===== src/rtl/puf_eval_sequencer.sv =====
// Arbiter-PUF evaluation sequencer: LFSR challenges, launch pulses, 2-flop response sync, majority vote.
// Latency: NUM_BITS*(REPEATS*(SETTLE_CYC+PULSE_CYC+2)+2) cycles from start acceptance to resp_valid.
// Backpressure: resp_word/resp_valid/unstable_cnt held in HOLD until resp_ready; start ignored while busy.
module puf_eval_sequencer #(
  parameter int NUM_BITS   = 8,
  parameter int REPEATS    = 5,
  parameter int SETTLE_CYC = 4,
  parameter int PULSE_CYC  = 2
) (
  input  logic                clk,
  input  logic                rst,
  input  logic                start,
  input  logic [7:0]          seed,
  output logic                busy,
  output logic [7:0]          puf_challenge,
  output logic                puf_pulse,
  input  logic                puf_response,
  output logic [NUM_BITS-1:0] resp_word,
  output logic                resp_valid,
  input  logic                resp_ready,
  output logic [7:0]          unstable_cnt
);

  // Phase counter must index the longest timed state; RELAX always needs 2 cycles.
  localparam int PH_MAX1 = (SETTLE_CYC > PULSE_CYC) ? SETTLE_CYC : PULSE_CYC;
  localparam int PH_MAX  = (PH_MAX1 > 2) ? PH_MAX1 : 2;
  localparam int PH_W    = $clog2(PH_MAX);
  localparam int BIT_W   = (NUM_BITS > 1) ? $clog2(NUM_BITS) : 1;

  typedef enum logic [2:0] {
    S_IDLE, S_LOAD, S_SETTLE, S_FIRE, S_RELAX, S_VOTE, S_HOLD
  } state_t;

  state_t              state_q, state_d;
  logic [7:0]          lfsr_q, lfsr_d;
  logic [7:0]          chal_q, chal_d;
  logic                pulse_q, pulse_d;
  logic                busy_q, busy_d;
  logic                valid_q, valid_d;
  logic [NUM_BITS-1:0] word_q, word_d;
  logic [7:0]          unst_q, unst_d;
  logic [3:0]          rep_q, rep_d;
  logic [3:0]          ones_q, ones_d;
  logic [PH_W-1:0]     phase_q, phase_d;
  logic [BIT_W-1:0]    bit_q, bit_d;
  logic                sync1_q, sync2_q;

  logic                vote_bit;
  logic                vote_unstable;
  logic [7:0]          lfsr_step;

  assign vote_bit      = (ones_q > 4'(REPEATS / 2));
  assign vote_unstable = (ones_q != 4'd0) && (ones_q != 4'(REPEATS));
  assign lfsr_step     = {lfsr_q[6:0], lfsr_q[7] ^ lfsr_q[5] ^ lfsr_q[4] ^ lfsr_q[3]};

  // Next-state and registered-output computation for the evaluation sequence.
  always_comb begin
    state_d = state_q;
    lfsr_d  = lfsr_q;
    chal_d  = chal_q;
    pulse_d = pulse_q;
    busy_d  = busy_q;
    valid_d = valid_q;
    word_d  = word_q;
    unst_d  = unst_q;
    rep_d   = rep_q;
    ones_d  = ones_q;
    phase_d = phase_q;
    bit_d   = bit_q;
    case (state_q)
      S_IDLE: begin
        if (start) begin
          state_d = S_LOAD;
          busy_d  = 1'b1;
          // An all-zero LFSR would never leave zero.
          lfsr_d  = (seed == 8'h00) ? 8'h01 : seed;
          unst_d  = 8'd0;
          word_d  = '0;
          bit_d   = '0;
        end
      end
      S_LOAD: begin
        chal_d  = lfsr_q;
        rep_d   = 4'd0;
        ones_d  = 4'd0;
        phase_d = '0;
        state_d = S_SETTLE;
      end
      S_SETTLE: begin
        if (phase_q == PH_W'(SETTLE_CYC - 1)) begin
          phase_d = '0;
          pulse_d = 1'b1;
          state_d = S_FIRE;
        end else begin
          phase_d = phase_q + PH_W'(1);
        end
      end
      S_FIRE: begin
        if (phase_q == PH_W'(PULSE_CYC - 1)) begin
          phase_d = '0;
          pulse_d = 1'b0;
          state_d = S_RELAX;
        end else begin
          phase_d = phase_q + PH_W'(1);
        end
      end
      S_RELAX: begin
        // Second RELAX cycle: the synchronised arbiter result has settled.
        if (phase_q == PH_W'(1)) begin
          phase_d = '0;
          ones_d  = ones_q + {3'd0, sync2_q};
          rep_d   = rep_q + 4'd1;
          if (({1'b0, rep_q} + 5'd1) < 5'(REPEATS)) begin
            state_d = S_SETTLE;
          end else begin
            state_d = S_VOTE;
          end
        end else begin
          phase_d = phase_q + PH_W'(1);
        end
      end
      S_VOTE: begin
        word_d = NUM_BITS'({word_q, vote_bit});
        if (vote_unstable && (unst_q != 8'hFF)) begin
          unst_d = unst_q + 8'd1;
        end
        lfsr_d = lfsr_step;
        if (bit_q == BIT_W'(NUM_BITS - 1)) begin
          valid_d = 1'b1;
          state_d = S_HOLD;
        end else begin
          bit_d   = bit_q + BIT_W'(1);
          state_d = S_LOAD;
        end
      end
      S_HOLD: begin
        if (resp_ready) begin
          valid_d = 1'b0;
          busy_d  = 1'b0;
          state_d = S_IDLE;
        end
      end
      default: begin
        state_d = S_IDLE;
        pulse_d = 1'b0;
        busy_d  = 1'b0;
        valid_d = 1'b0;
      end
    endcase
  end

  // State register with async reset; also hosts the response synchroniser.
  always_ff @(posedge clk or posedge rst) begin
    if (rst) begin
      state_q <= S_IDLE;
      lfsr_q  <= 8'd0;
      chal_q  <= 8'd0;
      pulse_q <= 1'b0;
      busy_q  <= 1'b0;
      valid_q <= 1'b0;
      word_q  <= '0;
      unst_q  <= 8'd0;
      rep_q   <= 4'd0;
      ones_q  <= 4'd0;
      phase_q <= '0;
      bit_q   <= '0;
      sync1_q <= 1'b0;
      sync2_q <= 1'b0;
    end else begin
      state_q <= state_d;
      lfsr_q  <= lfsr_d;
      chal_q  <= chal_d;
      pulse_q <= pulse_d;
      busy_q  <= busy_d;
      valid_q <= valid_d;
      word_q  <= word_d;
      unst_q  <= unst_d;
      rep_q   <= rep_d;
      ones_q  <= ones_d;
      phase_q <= phase_d;
      bit_q   <= bit_d;
      sync1_q <= puf_response;
      sync2_q <= sync1_q;
    end
  end

  assign busy          = busy_q;
  assign puf_challenge = chal_q;
  assign puf_pulse     = pulse_q;
  assign resp_word     = word_q;
  assign resp_valid    = valid_q;
  assign unstable_cnt  = unst_q;

endmodule


===== config.mk =====
export PLATFORM = sky130hd
export DESIGN_NAME = puf_eval_sequencer
export DESIGN_NICKNAME = d
export VERILOG_FILES = /design/src/rtl/puf_eval_sequencer.sv
export SDC_FILE = /design/constraint.sdc
export NUM_CORES = 1
export LEC_CHECK = 0
export CAP_MARGIN = 40
export CORE_UTILIZATION = 46
export DETAILED_ROUTE_END_ITERATION = 10
export PLACE_DENSITY = 0.78
export SKIP_CTS_REPAIR_TIMING = 1
export SLEW_MARGIN = 20
export SYNTH_ARGS = -nofsm -noshare
export SYNTH_HDL_FRONTEND = slang
export SYNTH_SLANG_ARGS = --single-unit

===== constraint.sdc =====
create_clock -name clk -period 2.1 [get_ports clk]
set_input_delay 0.315 -clock clk [delete_from_list [all_inputs] [get_ports clk]]
set_output_delay 0.315 -clock clk [all_outputs]
set_load 0.005 [all_outputs]

==> impl_results.md <==
* Slowest Stage Delay on Critical Path at between 0.4 and 0.5 ns
* Antenna violations before repair at 0
* Sequential fraction of design power at 0.568
* Critical Path RT at around 2.3 ns
* Vias per cell at roughly 6
* Worst slew pin tran at 0.625 ns
* Latest clock arrival within the worst-skew pair at 0.31 ns
* Setup TNS Final at 0 ns
* Detailed Route Iter0 Violations at between 200 and 250
* PortBufs at 39
* Final Total Pwr at between 1500 and 2000 uW
* Peak supply drop at 358 uV
* Fmax at about 560 MHz
* Clk pin slew, worst setup/hold paths at approximately 0.11 ns
* Clock buffer depth at 2
* Synth Cell Area at approximately 0.0028 mm2
* Leading area contributor after synthesis: dfrtp_1
* RD Place Congestion at about 0.89
* Ant diodes at 0
* Setup crit end kind: flip-flop
* Crit path max-delay cell type: dfrtp_1
* Largest cells by area after synthesis: dfrtp_1 (47%), nand2_1 (4.1%), ha_1 (4.0%)
* Final Hold Viols at 0
* Share of the yosys chip area belonging to registers at 0.470
* Pre-CTS setup slack at around 0.21 ns
* Final period utilization at 0.854
* Crit path kind: flip-flop to flip-flop
* Fin area at around 0.0034 mm2
* H-Tree Depth at 2
* CTS Buf Count at 5
* Remaining DRCs at 0
* Die Ht at ~80 um
* FFs w/ async S/R, synth at 1.00
* Mapped Cells at 279
* Initial core utilization at 0.477
* # setup viols final at 0
* Switch Pwr at between 500 and 600 uW
* Most frequent cells in the layout: dfrtp_1 (53), clkdlybuf4s50_1 (39), nand2_1 (31)
* Routed wire per std cell at about 15 um
* Cell Pwr Density at around 600 mW/mm2
* Unrepaired setup endpoints after global routing: false
* DRT Pass-1 Iters at 4
* Dpl cell area at 0.00330 mm2
* Internal at 1470 uW
* Synthesized net count at about 300
* Clock power frac at 0.295
* # Max-Cap Violations at 0
* # IOs at 40
* Global-route wire length before repair at 10,400 um
* Crit path arrival time at between 1.5 and 2 ns
* Slew headroom at 0.580
* CP Max Fanout at 11
* Post-layout net count at approximately 340
* Share of cells above drive strength 1 at 0.110
* Pins Over Slew Limit at 0
* Core area at roughly 0.0059 mm2
* Total track usage at 0.206
* Met2 usage at 0.341
* Die ar. at ~0.0065 mm2
* Row cnt at 28
* Yosys warning count at 0
* Crit path buf inv count at 0
* TritonCTS clock tree: yes
* Remaining Overflow, GRT at 0
* Startpoint types: flip-flop
* Largest net degree at the start of global routing at 54
* Syn Area/Cell at about 10 um2
* Crit path cell chain: ha_1 > and4bb_1 > nand4_1 > xor2_1 > nor2_1
* Grt met1 use at 0.271
* Final WS setup at 0.307 ns
* Root Driver: clkbuf_8
* Post-synth cell types at 57
* Die Span X at 80.3 um
* Predominant post-synthesis flop cell: dfrtp_1
* Vias at 2,317
* Largest delay share family, worst path: simple AND/OR/NAND/NOR gates
* Met3 global-route usage at 0.0352
* Vias in the first global route at 2,254
* Clock sinks at 53
* Post-DRT Antenna Nets at 0
* Utilization after layout at 0.573
* #FFs+latches synth at between 50 and 60
* Switching Share at 0.263
* Final WL at ~6000 um
* Min-Delay Path Class: primary input to asynchronous set/reset pin
* Post-synth EDFFs at 0
* Logic pwr share at 0.136
* Skew final at 0.0123 ns
* Commonest non-fill, non-tap cell in the layout: dfrtp_1
* Synth top area share at 0.470
* Detail Placement HPWL at approximately 4200 um
* Tmin final at around 1.8 ns
* GRT busiest layer: met2
* Status: completed
* Leakage at about 0.0014 uW
* Layout overhead on the synthesized area at 20.3%
[tightest hold or removal path, stage by stage]
cell and delay, ns:
clkdlybuf4s50_1 0.41, inv_2 0.07, buf_12 0.25
[metal layers]
metal	routed length [um]	vias to the layer above	part of all wire
met5	0	-	0
met2	2940	59	0.49
met1	2720	1148	0.45
met3	225	11	0.038
li1	-	1099	-
met4	114	0	0.019
[power by group through the flow]
stage | sequential (uW) | combinational, uW | clock (uW)
finish | 1130 | 271 | 588
global route | 1140 | 303 | 640
CTS | 1130 | 275 | 609
detailed placement | 1150 | 273 | 0
global placement | 1150 | 267 | 0
floorplan | 1140 | 125 | 0
[flip-flops by register name, summed over array words and instances (netlist names), 2 cells and up]
signal and count:
phase_q 2, unstable_cnt 8, rep_q 4, bit_q 3
lfsr_q 8, ones_q 4, resp_word 8, puf_challenge 8
state_q 3
[Yosys cell counts (2+ instances only)]
cell       instances
buf_4              3
a22o_1             9
buf_2              9
dfrtp_1           53
nor4_1             3
nand2b_1           3
o21ai_1            9
a31oi_1           11
nor2_1            17
mux2i_1           10
and3_1             3
o2bb2ai_1          3
xor2_1             7
o221ai_1           2
a21oi_1            6
and4_1             2
a22oi_1            6
clkbuf_1           5
nand2_1           31
nand3_1            8
mux2_2             9
inv_1              6
and2_1             2
nand4_1            6
o211ai_1           2
ha_1               9
o21ai_0           12
inv_2              2
nor2b_1            2
nor3_1             2
[path summary, 6_finish.rpt]
path                             from  depth (start not counted)   endpoint  slack [ns]
max                        phase_q[0]                          5  ones_q[3]        0.31
min                               rst                          3    sync1_q        0.35
max reg2reg                phase_q[0]                          5  ones_q[3]        0.31
min reg2reg                   sync1_q                          0    sync2_q        0.37
max in group asynchronous         rst                          3   bit_q[2]        1.49
min in group clk              sync1_q                          0    sync2_q        0.37
[logic make-up (layout without fill, tap and decap cells)]
family          count (synthesis)  count (layout)  synth area share
xor+xnor                        8               8            0.0248
compound gates                 74              74             0.182
buf+inv                        27              66            0.0466
mux                            19              19            0.0714
fa+ha+maj                       9               9            0.0399
simple gates                   89              89             0.165
flops                          53              53             0.470
[area by class of cell]
type / instances / area [um2]
Clock buffer: 5 / 68.8
Clock inverter: 3 / 25.0
Fill cell: 519 / 2530
Inverter: 8 / 30.0
Multi-Input combinational cell: 199 / 1360
Sequential cell: 53 / 1330
Tap cell: 75 / 93.8
Timing Repair Buffer: 50 / 485
[metrics by stage]
| step | hold slack, ns | instances |
|---|---|---|
| after floorplan | 0.331 | 279 |
| after global placement | 0.336 | 385 |
| after detailed placement | 0.354 | 385 |
| after CTS | 0.363 | 393 |
| after global routing | 0.382 | 393 |
| final | 0.351 | 393 |
Power figures use the tool's default switching activity.
